===== config.mk =====
export PLATFORM = sky130hd
export DESIGN_NAME = spi_slave_word
export DESIGN_NICKNAME = d
export VERILOG_FILES = /design/src/rtl/spi_slave_word.sv
export SDC_FILE = /design/constraint.sdc
export NUM_CORES = 1
export LEC_CHECK = 0
export ABC_CLOCK_PERIOD_IN_PS = 1800
export BUFFER_PORTS_ARGS = -buffer_cell sky130_fd_sc_hd__buf_2
export CAP_MARGIN = 40
export CORE_UTILIZATION = 50
export DETAILED_ROUTE_END_ITERATION = 8
export PLACE_DENSITY_LB_ADDON = 0.3
export SETUP_SLACK_MARGIN = 0.3
export SKIP_CTS_REPAIR_TIMING = 1
export SYNTH_ARGS = -nofsm -noshare
export SYNTH_HDL_FRONTEND = slang
export SYNTH_SLANG_ARGS = --single-unit
export TNS_END_PERCENT = 5

===== constraint.sdc =====
create_clock -name clk_i -period 1.8 [get_ports clk_i]
set_input_delay 0.27 -clock clk_i [delete_from_list [all_inputs] [get_ports clk_i]]
set_output_delay 0.27 -clock clk_i [all_outputs]
set_load 0.1 [all_outputs]

===== src/rtl/spi_slave_word.sv =====
// SPI mode-0 target: oversampled sck/cs/mosi, MSB-first word deserializer with valid/ready
// output, and a single-entry TX holding buffer feeding the MISO shift register.
module spi_slave_word #(
   parameter int DATA_WIDTH  = 32,
   parameter int SYNC_STAGES = 2
) (
   input  logic                  clk_i,
   input  logic                  rst_n,
   input  logic                  sck_i,
   input  logic                  cs_n_i,
   input  logic                  mosi_i,
   output logic                  miso_o,
   output logic                  miso_oe_o,
   input  logic [DATA_WIDTH-1:0] tx_data_i,
   input  logic                  tx_valid_i,
   output logic                  tx_ready_o,
   output logic [DATA_WIDTH-1:0] rx_data_o,
   output logic                  rx_valid_o,
   input  logic                  rx_ready_i,
   output logic                  frame_err_o,
   output logic                  rx_overrun_o,
   output logic                  tx_underrun_o
);
   localparam int CW = (DATA_WIDTH > 1) ? $clog2(DATA_WIDTH) : 1;
   localparam int SW = $clog2(SYNC_STAGES + 1);

   typedef enum logic [1:0] {WAIT_CS_HIGH, IDLE, ACTIVE} state_e;

   logic [SYNC_STAGES-1:0] sck_sync_q, cs_sync_q, mosi_sync_q;
   logic                   sck_prev_q;
   logic                   sck_s, cs_s, mosi_s;
   logic                   sck_rise_d, sck_fall_d, word_done_d, load_d;
   logic [DATA_WIDTH-1:0]  rx_word_d;

   state_e                 state_q;
   logic [SW-1:0]          settle_q;
   logic [CW-1:0]          bit_cnt_q;
   logic                   reload_q;
   logic [DATA_WIDTH-1:0]  rx_sh_q, tx_sh_q, tx_buf_q, rx_data_q;
   logic                   tx_full_q, rx_valid_q;
   logic                   frame_err_q, rx_overrun_q, tx_underrun_q;

   always_ff @(posedge clk_i or negedge rst_n) begin
      if (!rst_n) begin
         sck_sync_q  <= '0;
         cs_sync_q   <= '1;
         mosi_sync_q <= '0;
         sck_prev_q  <= 1'b0;
      end else begin
         sck_sync_q  <= {sck_sync_q[SYNC_STAGES-2:0], sck_i};
         cs_sync_q   <= {cs_sync_q[SYNC_STAGES-2:0], cs_n_i};
         mosi_sync_q <= {mosi_sync_q[SYNC_STAGES-2:0], mosi_i};
         sck_prev_q  <= sck_s;
      end
   end

   assign sck_s  = sck_sync_q[SYNC_STAGES-1];
   assign cs_s   = cs_sync_q[SYNC_STAGES-1];
   assign mosi_s = mosi_sync_q[SYNC_STAGES-1];

   // A CS rise outranks any sck edge seen in the same cycle.
   assign sck_rise_d  = (state_q == ACTIVE) && !cs_s && !sck_prev_q && sck_s;
   assign sck_fall_d  = (state_q == ACTIVE) && !cs_s && sck_prev_q && !sck_s;
   assign word_done_d = sck_rise_d && (bit_cnt_q == CW'(DATA_WIDTH - 1));
   assign rx_word_d   = {rx_sh_q[DATA_WIDTH-2:0], mosi_s};
   assign load_d      = ((state_q == IDLE) && !cs_s) || (sck_fall_d && reload_q);

   always_ff @(posedge clk_i or negedge rst_n) begin
      if (!rst_n) begin
         state_q       <= WAIT_CS_HIGH;
         settle_q      <= '0;
         bit_cnt_q     <= '0;
         reload_q      <= 1'b0;
         rx_sh_q       <= '0;
         tx_sh_q       <= '0;
         tx_buf_q      <= '0;
         tx_full_q     <= 1'b0;
         rx_data_q     <= '0;
         rx_valid_q    <= 1'b0;
         frame_err_q   <= 1'b0;
         rx_overrun_q  <= 1'b0;
         tx_underrun_q <= 1'b0;
      end else begin
         frame_err_q   <= 1'b0;
         rx_overrun_q  <= 1'b0;
         tx_underrun_q <= 1'b0;

         // Accept only fills an empty buffer; a load only empties a full one.
         if (tx_valid_i && !tx_full_q) begin
            tx_buf_q  <= tx_data_i;
            tx_full_q <= 1'b1;
         end
         if (load_d) begin
            if (tx_full_q) begin
               tx_sh_q   <= tx_buf_q;
               tx_full_q <= 1'b0;
            end else begin
               tx_sh_q       <= '0;
               tx_underrun_q <= 1'b1;
            end
         end

         if (rx_valid_q && rx_ready_i)
            rx_valid_q <= 1'b0;
         if (word_done_d) begin
            if (rx_valid_q && !rx_ready_i) begin
               rx_overrun_q <= 1'b1;
            end else begin
               rx_data_q  <= rx_word_d;
               rx_valid_q <= 1'b1;
            end
         end

         case (state_q)
            // Synchronizers start out reading CS high; let them fill before trusting cs_s.
            WAIT_CS_HIGH: begin
               if (settle_q != SW'(SYNC_STAGES))
                  settle_q <= settle_q + 1'b1;
               else if (cs_s)
                  state_q <= IDLE;
            end
            IDLE: begin
               if (!cs_s)
                  state_q <= ACTIVE;
            end
            ACTIVE: begin
               if (cs_s) begin
                  state_q   <= IDLE;
                  bit_cnt_q <= '0;
                  reload_q  <= 1'b0;
                  rx_sh_q   <= '0;
                  if (bit_cnt_q != '0)
                     frame_err_q <= 1'b1;
               end else if (sck_rise_d) begin
                  rx_sh_q <= rx_word_d;
                  if (word_done_d) begin
                     bit_cnt_q <= '0;
                     reload_q  <= 1'b1;
                  end else begin
                     bit_cnt_q <= bit_cnt_q + 1'b1;
                  end
               end else if (sck_fall_d) begin
                  if (reload_q)
                     reload_q <= 1'b0;
                  else if (bit_cnt_q != '0)
                     tx_sh_q <= {tx_sh_q[DATA_WIDTH-2:0], 1'b0};
               end
            end
            default: state_q <= WAIT_CS_HIGH;
         endcase
      end
   end

   assign miso_oe_o     = (state_q == ACTIVE);
   assign miso_o        = (state_q == ACTIVE) && tx_sh_q[DATA_WIDTH-1];
   assign tx_ready_o    = !tx_full_q;
   assign rx_data_o     = rx_data_q;
   assign rx_valid_o    = rx_valid_q;
   assign frame_err_o   = frame_err_q;
   assign rx_overrun_o  = rx_overrun_q;
   assign tx_underrun_o = tx_underrun_q;
endmodule


== Word-level counts from Yosys, hierarchy flattened ==
Index checks and enable logic that the tools add are counted.

* Memories: 0
* Word-level logic and storage cells: 88
* Register bits after elaboration: 149
* Output and inout bits: 39
* Bits in read-only memories: 0
* Bits in writable memories: 0
* Latch bits: 0
* Input port bits: 39

* Div/mod/pow operators: 0
* Reductions and logical operators: 27
* Muxes and demuxes: 34
* Bitwise gates (word level): 1
* Equal/unequal tests: 7
* Order comparisons: 0
* Shift-type cells: 0
* $mul: 0
* $add $sub $neg: 2

{| class="wikitable"
|+ Operators with widths
! kind !! number
|-
| two-way mux 32 bit || 8
|-
| two-way mux 31 bit || 2
|-
| two-way mux 1 bit || 17
|-
| two-way mux 5 bit || 3
|-
| logical AND 1 bit || 12
|-
| AND reduction 2 bit || 4
|-
| two-way mux 2 bit || 3
|-
| inequality test 2 bit (second input constant) || 3
|-
| case mux 2 bit (3 select lines) || 1
|-
| adder 5 x 1 -> 5 bit (second input constant) || 1
|-
| equality test 5 bit (second input constant) || 1
|-
| logical NOT 1 bit || 5
|-
| nonzero test 5 bit || 1
|-
| inequality test 3 x 2 -> 1 bit (second input constant) || 1
|-
| AND reduction 3 bit || 1
|-
| nonzero test 3 bit || 1
|-
| adder 2 x 1 -> 2 bit (second input constant) || 1
|-
| equality test 2 x 1 -> 1 bit (second input constant) || 1
|-
| equality test 2 bit (second input constant) || 1
|-
| logical NOT 2 bit || 1
|-
| nonzero test 2 bit || 1
|-
| logical OR 1 bit || 1
|-
| inverter 1 bit || 1
|}

== Depth between registers and ports, before layout ==
Gate-level depths: netlist of the first run.

* Depth after elaboration: 13
* Depth in mapped cells: 8
* Depth with buffers taken out: 6

== Worst setup path before layout of the first run ==
OpenSTA, ideal clock, no wires.

* Path kind: reg2out
* From: register state_q[0]
* To: output miso_o
* Data required time: 1.530 ns
* Cell stages (with the launch flop): 5
* Arrival time: 1.918 ns
* Setup slack: -0.388 ns
* Buffers on the path: 1
* Path through: dfrtp_1 > nand2b_1 > buf_4 > inv_2 > and2_1

* Word-level cells in the longest chain between the ends: 2

{| class="wikitable"
|+ RTL lines
! what !! line !! text
|-
| from (decl) || 35 || <nowiki>state_e state_q;</nowiki>
|-
| from (signal assigned) || 70 || <nowiki>state_q <= WAIT_CS_HIGH;</nowiki>
|-
| from (signal assigned) || 120 || <nowiki>state_q <= IDLE;</nowiki>
|-
| from (signal assigned) || 124 || <nowiki>state_q <= ACTIVE;</nowiki>
|-
| equality test 2 bit || - ||
|-
| net miso_oe_o || 13 || <nowiki>output logic miso_oe_o,</nowiki>
|-
| logical AND 1 bit || 155 || <nowiki>assign miso_o = (state_q == ACTIVE) && tx_sh_q[DATA_WIDTH-1];</nowiki>
|-
| to (decl) || 12 || <nowiki>output logic miso_o,</nowiki>
|}

The timed path passes the listed nets, and every way through them passes these cells.

== Worst setup path after layout of the first run ==
* From: register cs_sync_q[1]
* To: register tx_sh_q[30]

* Word-level cells in the longest chain between the ends: 13
* Elaborated cells on any way between the ends: 16
* Those cells by class: mux: 7; reduce/logical: 9

{| class="wikitable"
|+ RTL lines
! what !! line !! text
|-
| from (decl) || 29 || <nowiki>logic [SYNC_STAGES-1:0] sck_sync_q, cs_sync_q, mosi_sync_q;</nowiki>
|-
| from (signal assigned) || 51 || <nowiki>cs_sync_q <= {cs_sync_q[SYNC_STAGES-2:0], cs_n_i};</nowiki>
|-
| logical NOT 1 bit || - ||
|-
| logical AND 1 bit || 62, 63 ||
|-
| logical AND 1 bit (2 in series) || 63 || <nowiki>assign sck_fall_d = (state_q == ACTIVE) && !cs_s && sck_prev_q && !sck_s;</nowiki>
|-
| logical AND 1 bit || 66 || <nowiki>assign load_d = ((state_q == IDLE) && !cs_s) || (sck_fall_d && reload_q);</nowiki>
|-
| logical OR 1 bit || 66 ||
|-
| two-way mux 32 bit || 93 || <nowiki>if (load_d) begin</nowiki>
|-
| two-way mux 32 bit || 145 || <nowiki>else if (bit_cnt_q != '0)</nowiki>
|-
| two-way mux 32 bit || 143 || <nowiki>if (reload_q)</nowiki>
|-
| two-way mux 32 bit || 142 || <nowiki>end else if (sck_fall_d) begin</nowiki>
|-
| two-way mux 32 bit || 134 || <nowiki>end else if (sck_rise_d) begin</nowiki>
|-
| two-way mux 32 bit || 127 || <nowiki>if (cs_s) begin</nowiki>
|-
| two-way mux 32 bit * || 114 || <nowiki>case (state_q)</nowiki>
|-
| to (signal assigned) || 95 || <nowiki>tx_sh_q <= tx_buf_q;</nowiki>
|-
| to (signal assigned) || 146 || <nowiki>tx_sh_q <= {tx_sh_q[DATA_WIDTH-2:0], 1'b0};</nowiki>
|-
| to (decl) || 39 || <nowiki>logic [DATA_WIDTH-1:0] rx_sh_q, tx_sh_q, tx_buf_q, rx_data_q;</nowiki>
|}

Every way passes the cells marked *; elsewhere a longest branch is shown, timed or not.
A chain may end at the register's enable or synchronous reset.

==> summary.md, run 1 <==
| Metric | Value |
|---|---|
| Worst VDD drop | `roughly 0.94 mV` |
| Slowest-stage cell, CP | `or4b_1` |
| CTS tree | `done` |
| Synth Warn # | `0` |
| Deepest clock path buffer count | `2` |
| Syn Area/Cell | `between 10 and 15 um^2` |
| Antenna diodes | `0` |
| Kind of critical path | `flop to flop` |
| Routed wire per std cell | `16.26 um` |
| H-tree Lvls | `4` |
| Grt ovf | `0` |
| DRC | `8` |
| RSZ-0062 raised after global routing | `true` |
| Crit end category | `flop` |
| Root buffer cell | `clkbuf_16` |
| Critical Path RT | `2.10 ns` |
| Share of total power consumed by net switching | `0.2534` |
| Fin crit period | `1.791 ns` |
| Hold-critical path depth | `2` |
| Global-route wire length before repair | `about 19000 um` |
| Crit path launch type | `flop` |
| Cell Count Post-Placement | `677` |
| Initial Util | `0.5216` |
| Non-filler instance count after layout | `735` |
| Fmax | `roughly 0.56 GHz` |
| Via density | `about 5.5` |
| Flop pwr share | `0.454` |
| Final hold violations | `0` |
| Vias | `around 4000` |
| CTS buffer count | `17` |
| Yosys cell types | `39` |
| Die W | `around 110 um` |
| Post-synthesis register bit count | `approximately 150` |
| Most used DFF post-synth | `dfrtp_1` |
| Crit path DAT | `2.09 ns` |
| Slew HR | `0.6727` |
| Core area | `between 10000 and 15000 um^2` |
| Nets | `about 620` |
| Area grow syn2layout | `29.99%` |
| Pwr/cell area | `about 1300 nW/um^2` |
| Status | `finished with violations` |
| Hold Crit Class | `input pin to flop` |
| Die height | `between 100 and 150 um` |
| Violated checks | `DRC` |
| Synth area leader | `dfrtp_1` |
| Initial DRC count | `164` |
| Dpl ws | `-0.06564 ns` |
| Static Leak | `3.945 nW` |
| Clock Sink Count | `between 100 and 150` |
| Clock Latency Late Sink | `approximately 0.42 ns` |
| EDFF count, synth | `0` |
| Commonest cells after routing, fill and taps aside | `dfrtp_1, buf_2, nand2_1` |
| Fin crit share | `0.9948` |
| Hold path startpoint | `tx_data_i[13]` |
| Post-synthesis sequential area ratio | `0.6185` |
| Reg-to-reg startpoint | `cs_sync_q[1]` |
| Critical Path Fanout Max | `16` |
| Clock Skew | `about 0.0048 ns` |
| FILL cells | `~830` |
| Clk slew on worst S/H paths | `0.06 ns` |
| Netlist Area Pre-Place | `~6000 um^2` |
| Slew Viols, Final | `0` |
| Initial antenna violation count | `0` |
| Die area | `roughly 13000 um^2` |
| Pint | `around 7.6 mW` |
| Synth area leaders | `dfrtp_1, mux2_4, mux2_2` |
| Pin count of the biggest net entering global routing | `64` |
| R2R setup slack | `0.009 ns` |
| Most common cell after layout, fill and taps aside | `dfrtp_1` |
| Reg2reg path depth | `5` |
| Number of setup violations in the final report | `0` |
| WL final | `between 10000 and 15000 um` |
| Core Util, Final | `0.6780` |
| Endpoint, Worst Hold | `tx_buf_q[13]` |
| Total track usage | `0.1906` |
| Row count | `39` |
| Share of cells above drive strength 1 | `0.4071` |
| CP cell instances | `or4b_1 > or3_4 > clkbuf_16 > nor2_1 > a31oi_1` |
| RR Endpoint | `tx_sh_q[30]` |
| DP HPWL | `6807 um` |
| Max stage delay on crit path | `about 0.5 ns` |
| Drt first pass iters | `6` |
| Post-DRT Antenna Nets | `0` |
| Crit path max-delay family | `simple AND/OR/NAND/NOR gates` |
| FFs w/ async S/R, synth | `1.000` |
| Max Cap Viol | `0` |
| Top Ports | `between 70 and 80` |
| Buffers & Inverters on Critical Path | `1` |
| Number of global-route vias before repair | `roughly 3900` |
| Combinational share of power | `0.157` |
| NetSw | `~2.6 mW` |
| Critical path launch point | `cs_sync_q[1]` |
| GP Congestion | `0.7600` |
| Synthesized net count | `roughly 510` |
| Clock share of power | `0.389` |
| Worst-Margin Slew | `around 0.49 ns` |
| Top cell type's share of synthesized area | `0.6098` |
| Worst Slack Setup Final | `0.009321 ns` |
| Gate Count Post-Synth | `~470` |
| IO Port Bufs | `between 70 and 80` |
==> layer usage <==
layer	routed length, um	GRT usage
met4	257	0.09369
met3	534	0.04899
met5	0	0
met1	5139	0.2468
met2	6018	0.2994
==> power groups by stage <==
stage | combinational [mW] | clock [mW] | sequential, mW
finish | 1.60 | 3.94 | 4.60
global route | 1.77 | 4.16 | 4.67
CTS | 1.49 | 3.99 | 4.57
detailed placement | 1.49 | 0 | 4.61
global placement | 1.41 | 0 | 4.58
floorplan | 1.09 | 0 | 4.47
==> logic make-up (layout without fill, tap and decap cells) <==
logic type                 after synthesis  after routing  share of synthesized area
adders and majority gates                4              4                   0.008297
buffers and inverters                   38            165                    0.03526
muxes                                   65             65                     0.1398
and+or+nand+nor                        128            128                    0.09957
DFF                                    149            149                     0.6185
AOI/OAI and AO/OA                       79             79                    0.09562
xor gates and xnor gates                 2              2                   0.002904
==> state kept, by name, indices dropped and copies added (netlist names), 2 cells and up <==
name         cells
settle_q         2
mosi_sync_q      2
sck_sync_q       2
cs_sync_q        2
state_q          2
tx_sh_q         32
tx_buf_q        32
rx_data_o       32
rx_sh_q         31
bit_cnt_q        5
==> worst max path at each step <==
| stage | endpoint | slack (ns) | cells after the start |
|---|---|---|---|
| after floorplan | tx_sh_q[10] | 0.07 | 6 |
| after global placement | tx_sh_q[9] | 0.0003 | 5 |
| after detailed placement | tx_sh_q[5] | -0.07 | 7 |
| after CTS | miso_o | -0.22 | 5 |
| after global routing | tx_sh_q[24] | -0.03 | 5 |
| final | tx_sh_q[30] | 0.009 | 5 |
==> cells in the mapped netlist, drive strengths merged (3+ instances only) <==
cell type  count
nand3         33
nor3b          3
nand2         42
nor2          35
a22o          32
dfrtp        147
ha             4
o21ai          6
nand2b         4
mux2          64
a31oi         33
inv            5
clkbuf        16
buf           17
and3           3
==> per-stage QoR <==
stage / instance area (um^2) / power [mW] / setup TNS, ns / hold slack [ns]
2_1_floorplan: 6063 / 5.561 / 0 / -0.02559
3_3_place_gp: 6753 / 5.990 / 0 / 0.1760
3_5_place_dp: 6753 / 6.100 / -0.7572 / 0.1770
4_1_cts: 7422 / 10.05 / -1.151 / -0.2713
5_1_grt: 7841 / 10.60 / -0.06399 / 0.06919
6_report: 7841 / 10.13 / 0 / 0.07759
==> cell type report <==
type                    instances  area (um^2)  area share
multi-input cells             278         2173      0.2772
clock inverters                 8        167.7     0.02138
flip-flops and latches        149         3734      0.4761
clock buffers                  24        501.7     0.06399
repair buffers                128         1051      0.1340
inverters                       5        35.03    0.004468
well taps                     143        178.9     0.02282
(Power assumes the default switching activity.)
==> inputs of run 2 (changes only) <==
Settings changed: CORE_UTILIZATION 50 to 52.
==> run 2 against run 1 <==
The flow finishes with violations (setup timing). Register-to-register slack got worse by 0.18 ns. Critical path depth fell by 1. Combinational power barely moved. Sequential share of layout area grew 0.18 points. First-iteration DRC count is 30% higher. Critical path type unchanged. Critical endpoint is now tx_sh_q[1]. Largest power group unchanged.
==> summary.md, run 2 (synthesis gave the netlist of run 1 again) <==
| Metric | Value |
|---|---|
| Commonest cells after routing, fill and taps aside | `dfrtp_1, buf_2, nand2_1` |
| Reg-to-reg startpoint | `sck_sync_q[1]` |
| CP cell instances | `or4b_4 > or3_4 > clkbuf_16 > a31oi_1` |
| Initial DRC count | `between 200 and 250` |
| Worst Slack Setup Final | `-0.1757 ns` |
| Clock Skew | `between 0.02 and 0.025 ns` |
| RR Endpoint | `tx_sh_q[1]` |
| Dpl ws | `-0.09987 ns` |
| Root buffer cell | `clkbuf_16` |
| Most common cell after layout, fill and taps aside | `dfrtp_1` |
| Crit path DAT | `between 2 and 2.5 ns` |
| Status | `finished with violations` |
| Initial Util | `0.5445` |
| Critical Path Fanout Max | `16` |
| Vias | `around 4000` |
| Global-route wire length before repair | `18840 um` |
| Die height | `about 110 um` |
| Post-DRT Antenna Nets | `0` |
| Worst-Margin Slew | `roughly 0.50 ns` |
| Pin count of the biggest net entering global routing | `64` |
| Routed wire per std cell | `17.48 um` |
| Via density | `between 5 and 6` |
| Share of cells above drive strength 1 | `0.4315` |
| Final hold violations | `0` |
| Slew Viols, Final | `0` |
| Hold path startpoint | `tx_data_i[13]` |
| Endpoint, Worst Hold | `tx_buf_q[13]` |
| Fin crit period | `1.976 ns` |
| Max Cap Viol | `0` |
| RSZ-0062 raised after global routing | `true` |
| R2R setup slack | `-0.18 ns` |
| Die area | `12040 um^2` |
| Clk slew on worst S/H paths | `0.07 ns` |
| Drt first pass iters | `5` |
| CTS buffer count | `17` |
| Slew HR | `0.6698` |
| Antenna diodes | `0` |
| IO Port Bufs | `77` |
| Cell Count Post-Placement | `slightly below 700` |
| Die W | `109.7 um` |
| Hold-critical path depth | `2` |
| Grt ovf | `0` |
| Critical Path RT | `about 2.1 ns` |
| Fin crit share | `1.098` |
| Deepest clock path buffer count | `2` |
| Number of setup violations in the final report | `30` |
| Reg2reg path depth | `4` |
| DRC | `0` |
| DP HPWL | `approximately 7100 um` |
| Buffers & Inverters on Critical Path | `1` |
| Pwr/cell area | `1267 nW/um^2` |
| Worst VDD drop | `between 1 and 1.5 mV` |
| Hold Crit Class | `input pin to flop` |
| Row count | `38` |
| Crit end category | `flop` |
| Fmax | `~0.51 GHz` |
| Top Ports | `78` |
| Violated checks | `setup timing` |
| CTS tree | `done` |
| Static Leak | `3.807 nW` |
| Initial antenna violation count | `0` |
| Number of global-route vias before repair | `just under 4000` |
| Nets | `around 610` |
| Max stage delay on crit path | `0.53 ns` |
| Crit path max-delay family | `simple AND/OR/NAND/NOR gates` |
| Kind of critical path | `flop to flop` |
| GP Congestion | `between 0.7 and 0.8` |
| Clock Latency Late Sink | `roughly 0.43 ns` |
| Total track usage | `0.2090` |
| WL final | `12530 um` |
| Core area | `11080 um^2` |
| Clock Sink Count | `149` |
| Core Util, Final | `0.7051` |
| H-tree Lvls | `4` |
| Crit path launch type | `flop` |
| Slowest-stage cell, CP | `or4b_4` |
| Non-filler instance count after layout | `~720` |
| Area grow syn2layout | `29.50%` |
## run 2: cell count changes in the layout (fill, tap and decap cells not counted), moves of 3 or more
cell and delta:
buf_2 -25, clkbuf_4 +24, nor2_1 -15, buf_4 -14, nor2_2 +9, nor2_4 +6, buf_6 +4, clkbuf_8 -4
clkinvlp_4 +3
## run 2: how the worst max path moves through the flow
stage	from	end	slack [ns]	cells past startpoint
CTS	state_q[1]	miso_o	-0.19	5
global route	bit_cnt_q[0]	tx_sh_q[1]	-0.17	7
floorplan	sck_sync_q[1]	tx_sh_q[10]	0.07	6
finish	sck_sync_q[1]	tx_sh_q[1]	-0.18	4
global placement	cs_sync_q[1]	tx_sh_q[25]	0.003	5
detailed placement	sck_sync_q[1]	tx_sh_q[10]	-0.1	5
## run 2: cell type report
class | instances | area, um^2
Tap cell | 140 | 175.2
Clock inverter | 14 | 176.4
Sequential cell | 149 | 3734
Timing Repair Buffer | 113 | 965.9
Multi-Input combinational cell | 278 | 2286
Clock buffer | 18 | 439.2
Fill cell | 753 | 3267
Inverter | 5 | 35.03
## run 2: metal layers
layer  wire, um  global-route usage
met1       5458              0.2737
met2       6339              0.3360
met3        476             0.05157
met4        257             0.08286
met5          0                   0
## run 2: where the power goes
| group | total [mW] | switching [mW] | leakage (nW) | internal (mW) |
|---|---|---|---|---|
| Sequential | 4.67 | 0.560 | 1.93 | 4.11 |
| Combinational | 1.57 | 0.789 | 1.58 | 0.779 |
| Clock | 3.66 | 1.42 | 0.291 | 2.23 |
## run 2: through the flow
step | hold slack, ns | setup TNS [ns] | area [um^2] | power [mW]
floorplan | -0.02559 | 0 | 6063 | 5.561
global placement | 0.2024 | 0 | 6736 | 5.947
detailed placement | 0.2077 | -2.041 | 6736 | 6.075
CTS | -0.2436 | -2.989 | 7352 | 9.749
global route | 0.07060 | -2.348 | 7811 | 10.32
finish | 0.07235 | -1.067 | 7811 | 9.895
## run 2: worst register-to-register path: stages (launching register included)
cell and delay, ns:
dfrtp_1 0.39, or4b_4 0.53, or3_4 0.43, clkbuf_16 0.22, a31oi_1 0.28
==> inputs of run 3 (changes only) <==
Settings changed: ABC_CLOCK_PERIOD_IN_PS 1800 to 1700, CORE_ASPECT_RATIO set to 1.25, RECOVER_POWER set to 50.
Clock period 1.8 ns to 1.7 ns, I/O delays scaled along.
==> run 3 against run 2 <==
The flow finishes with violations (DRC, setup timing). Setup slack better by 0.068 ns. Combinational power rose by 4%. Final cell count fell by 1.3%. Via count down 2.1%. First-iteration DRC count shrank 30%. Clock power up 16%. Die area is essentially flat. Critical path depth increased by 1. Sequential cell count unchanged. Sequential share of layout area is 0.22 points higher. Largest cell class unchanged.
==> summary.md, run 3 (synthesis gave the netlist of run 1 again) <==
| Metric | Value |
|---|---|
| Status | `finished with violations` |
| Violated checks | `DRC, setup timing` |
| Vias | `about 4000` |
| Clock Sink Count | `approximately 150` |
| Max stage delay on crit path | `0.51 ns` |
| Fmax | `between 0.5 and 0.6 GHz` |
| Global-route wire length before repair | `approximately 19000 um` |
| Critical Path RT | `approximately 2 ns` |
| Worst-Margin Slew | `0.4178 ns` |
| Critical path launch point | `sck_sync_q[1]` |
| Share of cells above drive strength 1 | `0.4119` |
| CP cell instances | `or4b_1 > or3_4 > clkbuf_16 > nor2_1 > a31oi_1` |
| FILL cells | `777` |
| Commonest cells after routing, fill and taps aside | `dfrtp_1, nand2_1, buf_2` |
| RSZ-0062 raised after global routing | `true` |
| Root buffer cell | `clkbuf_16` |
| Dpl ws | `-0.1970 ns` |
| Non-filler instance count after layout | `~700` |
| Clk slew on worst S/H paths | `approximately 0.060 ns` |
| Grt ovf | `0` |
| Slowest-stage cell, CP | `or4b_1` |
| Clock Skew | `between 0.01 and 0.015 ns` |
| Number of global-route vias before repair | `between 3000 and 4000` |
| Crit end category | `flop` |
| CTS buffer count | `17` |
| IO Port Bufs | `77` |
| Pwr/cell area | `1384 nW/um^2` |
| Kind of critical path | `flop to flop` |
| Slew HR | `0.7215` |
| Critical path endpoint | `tx_sh_q[2]` |
| Most common cell after layout, fill and taps aside | `dfrtp_1` |
| Initial Util | `0.5390` |
| Reg-to-reg startpoint | `sck_sync_q[1]` |
| Cell Count Post-Placement | `between 600 and 700` |
| DP Area | `6763 um^2` |
| Critical Path Fanout Max | `16` |
| DP HPWL | `between 6000 and 7000 um` |
| Die W | `roughly 98 um` |
| WL final | `approximately 11000 um` |
| Worst VDD drop | `about 1.4 mV` |
| Core Util, Final | `0.6945` |
| Post-DRT Antenna Nets | `0` |
| Static Leak | `around 3.8 nW` |
| Crit path DAT | `approximately 2.1 ns` |
| Final hold violations | `0` |
| Pin count of the biggest net entering global routing | `64` |
| Initial antenna violation count | `0` |
| Fin crit share | `1.064` |
| Drt first pass iters | `9` |
| DRC | `3` |
| Worst Slack Setup Final | `-0.1080 ns` |
| CTS tree | `done` |
| Reg2reg path depth | `5` |
| Total track usage | `0.1962` |
| Design Area, Final | `7772 um^2` |
| Row count | `between 40 and 50` |
| Fin crit period | `1.808 ns` |
| Antenna diodes | `0` |
| Nets | `around 600` |
| Core area | `approximately 11000 um^2` |
| Top Ports | `78` |
| R2R setup slack | `-0.11 ns` |
| Initial DRC count | `150` |
| Die height | `122.4 um` |
| RR Endpoint | `tx_sh_q[2]` |
| Number of setup violations in the final report | `33` |
| Slew Viols, Final | `0` |
| Deepest clock path buffer count | `2` |
| GP Congestion | `~0.75` |
| H-tree Lvls | `4` |
| Area grow syn2layout | `28.85%` |
| Hold Crit Class | `input pin to flop` |
| Clock Latency Late Sink | `approximately 0.42 ns` |
| Max Cap Viol | `0` |
| Die area | `between 10000 and 15000 um^2` |
| Routed wire per std cell | `approximately 16 um` |
| Via density | `5.562` |
| Crit path launch type | `flop` |
[run 3: cell count changes in the layout (fill, tap and decap cells not counted), sizes merged]
cell      change
clkinvlp      -4
buf           -9
clkbuf        +4
bufinv        +3
clkinv        +3
inv           -1
[run 3: how the worst min path moves through the flow]
stage / depth (start not counted) / from / slack (ns) / endpoint
floorplan: 0 / rst_n / -0.04 / bit_cnt_q[0]
global placement: 1 / rst_n / 0.20 / rx_data_o[7]
detailed placement: 1 / rst_n / 0.20 / rx_data_o[8]
CTS: 1 / rst_n / -0.25 / rx_sh_q[7]
global route: 2 / tx_data_i[26] / 0.06 / tx_buf_q[26]
finish: 2 / tx_data_i[12] / 0.06 / tx_buf_q[12]
[run 3: metrics by stage]
stage | power [mW] | hold slack, ns | setup TNS [ns]
final | 10.76 | 0.06069 | -2.194
after global routing | 11.21 | 0.05930 | -5.728
after CTS | 10.72 | -0.2502 | -9.482
after detailed placement | 6.438 | 0.2019 | -8.232
after global placement | 6.318 | 0.1972 | -6.075
after floorplan | 5.896 | -0.04059 | -1.382
[run 3: critical path: cells and delay by family (launching register included)]
family	cells	cell delay, ns
AO/OA/AOI/OAI	1	0.05
buffers and inverters	1	0.20
flip-flops	1	0.40
AND/OR/NAND/NOR	3	1.03
[run 3: cell type report]
cell class,count,area (um^2),share of cell area
multi-input cells,278,2212,0.2846
clock inverters,15,251.5,0.03236
clock buffers,17,425.4,0.05473
inverters,5,35.03,0.004507
repair buffers,109,947.2,0.1219
well taps,135,168.9,0.02173
flip-flops and latches,149,3732,0.4802
[run 3: report_power, final]
group          switching, mW  internal (mW)
Clock                   1.49           2.77
Sequential             0.519           4.35
Combinational          0.803          0.822
Total                   2.82           7.94
[run 3: routing by layer]
layer | vias to the layer above | wire length [um] | GRT usage
met1 | 1976 | 5096 | 0.2558
met5 | - | 0 | 0
li1 | 1843 | - | -
met3 | 15 | 374 | 0.03929
met2 | 104 | 5781 | 0.3151
met4 | 0 | 172 | 0.09888
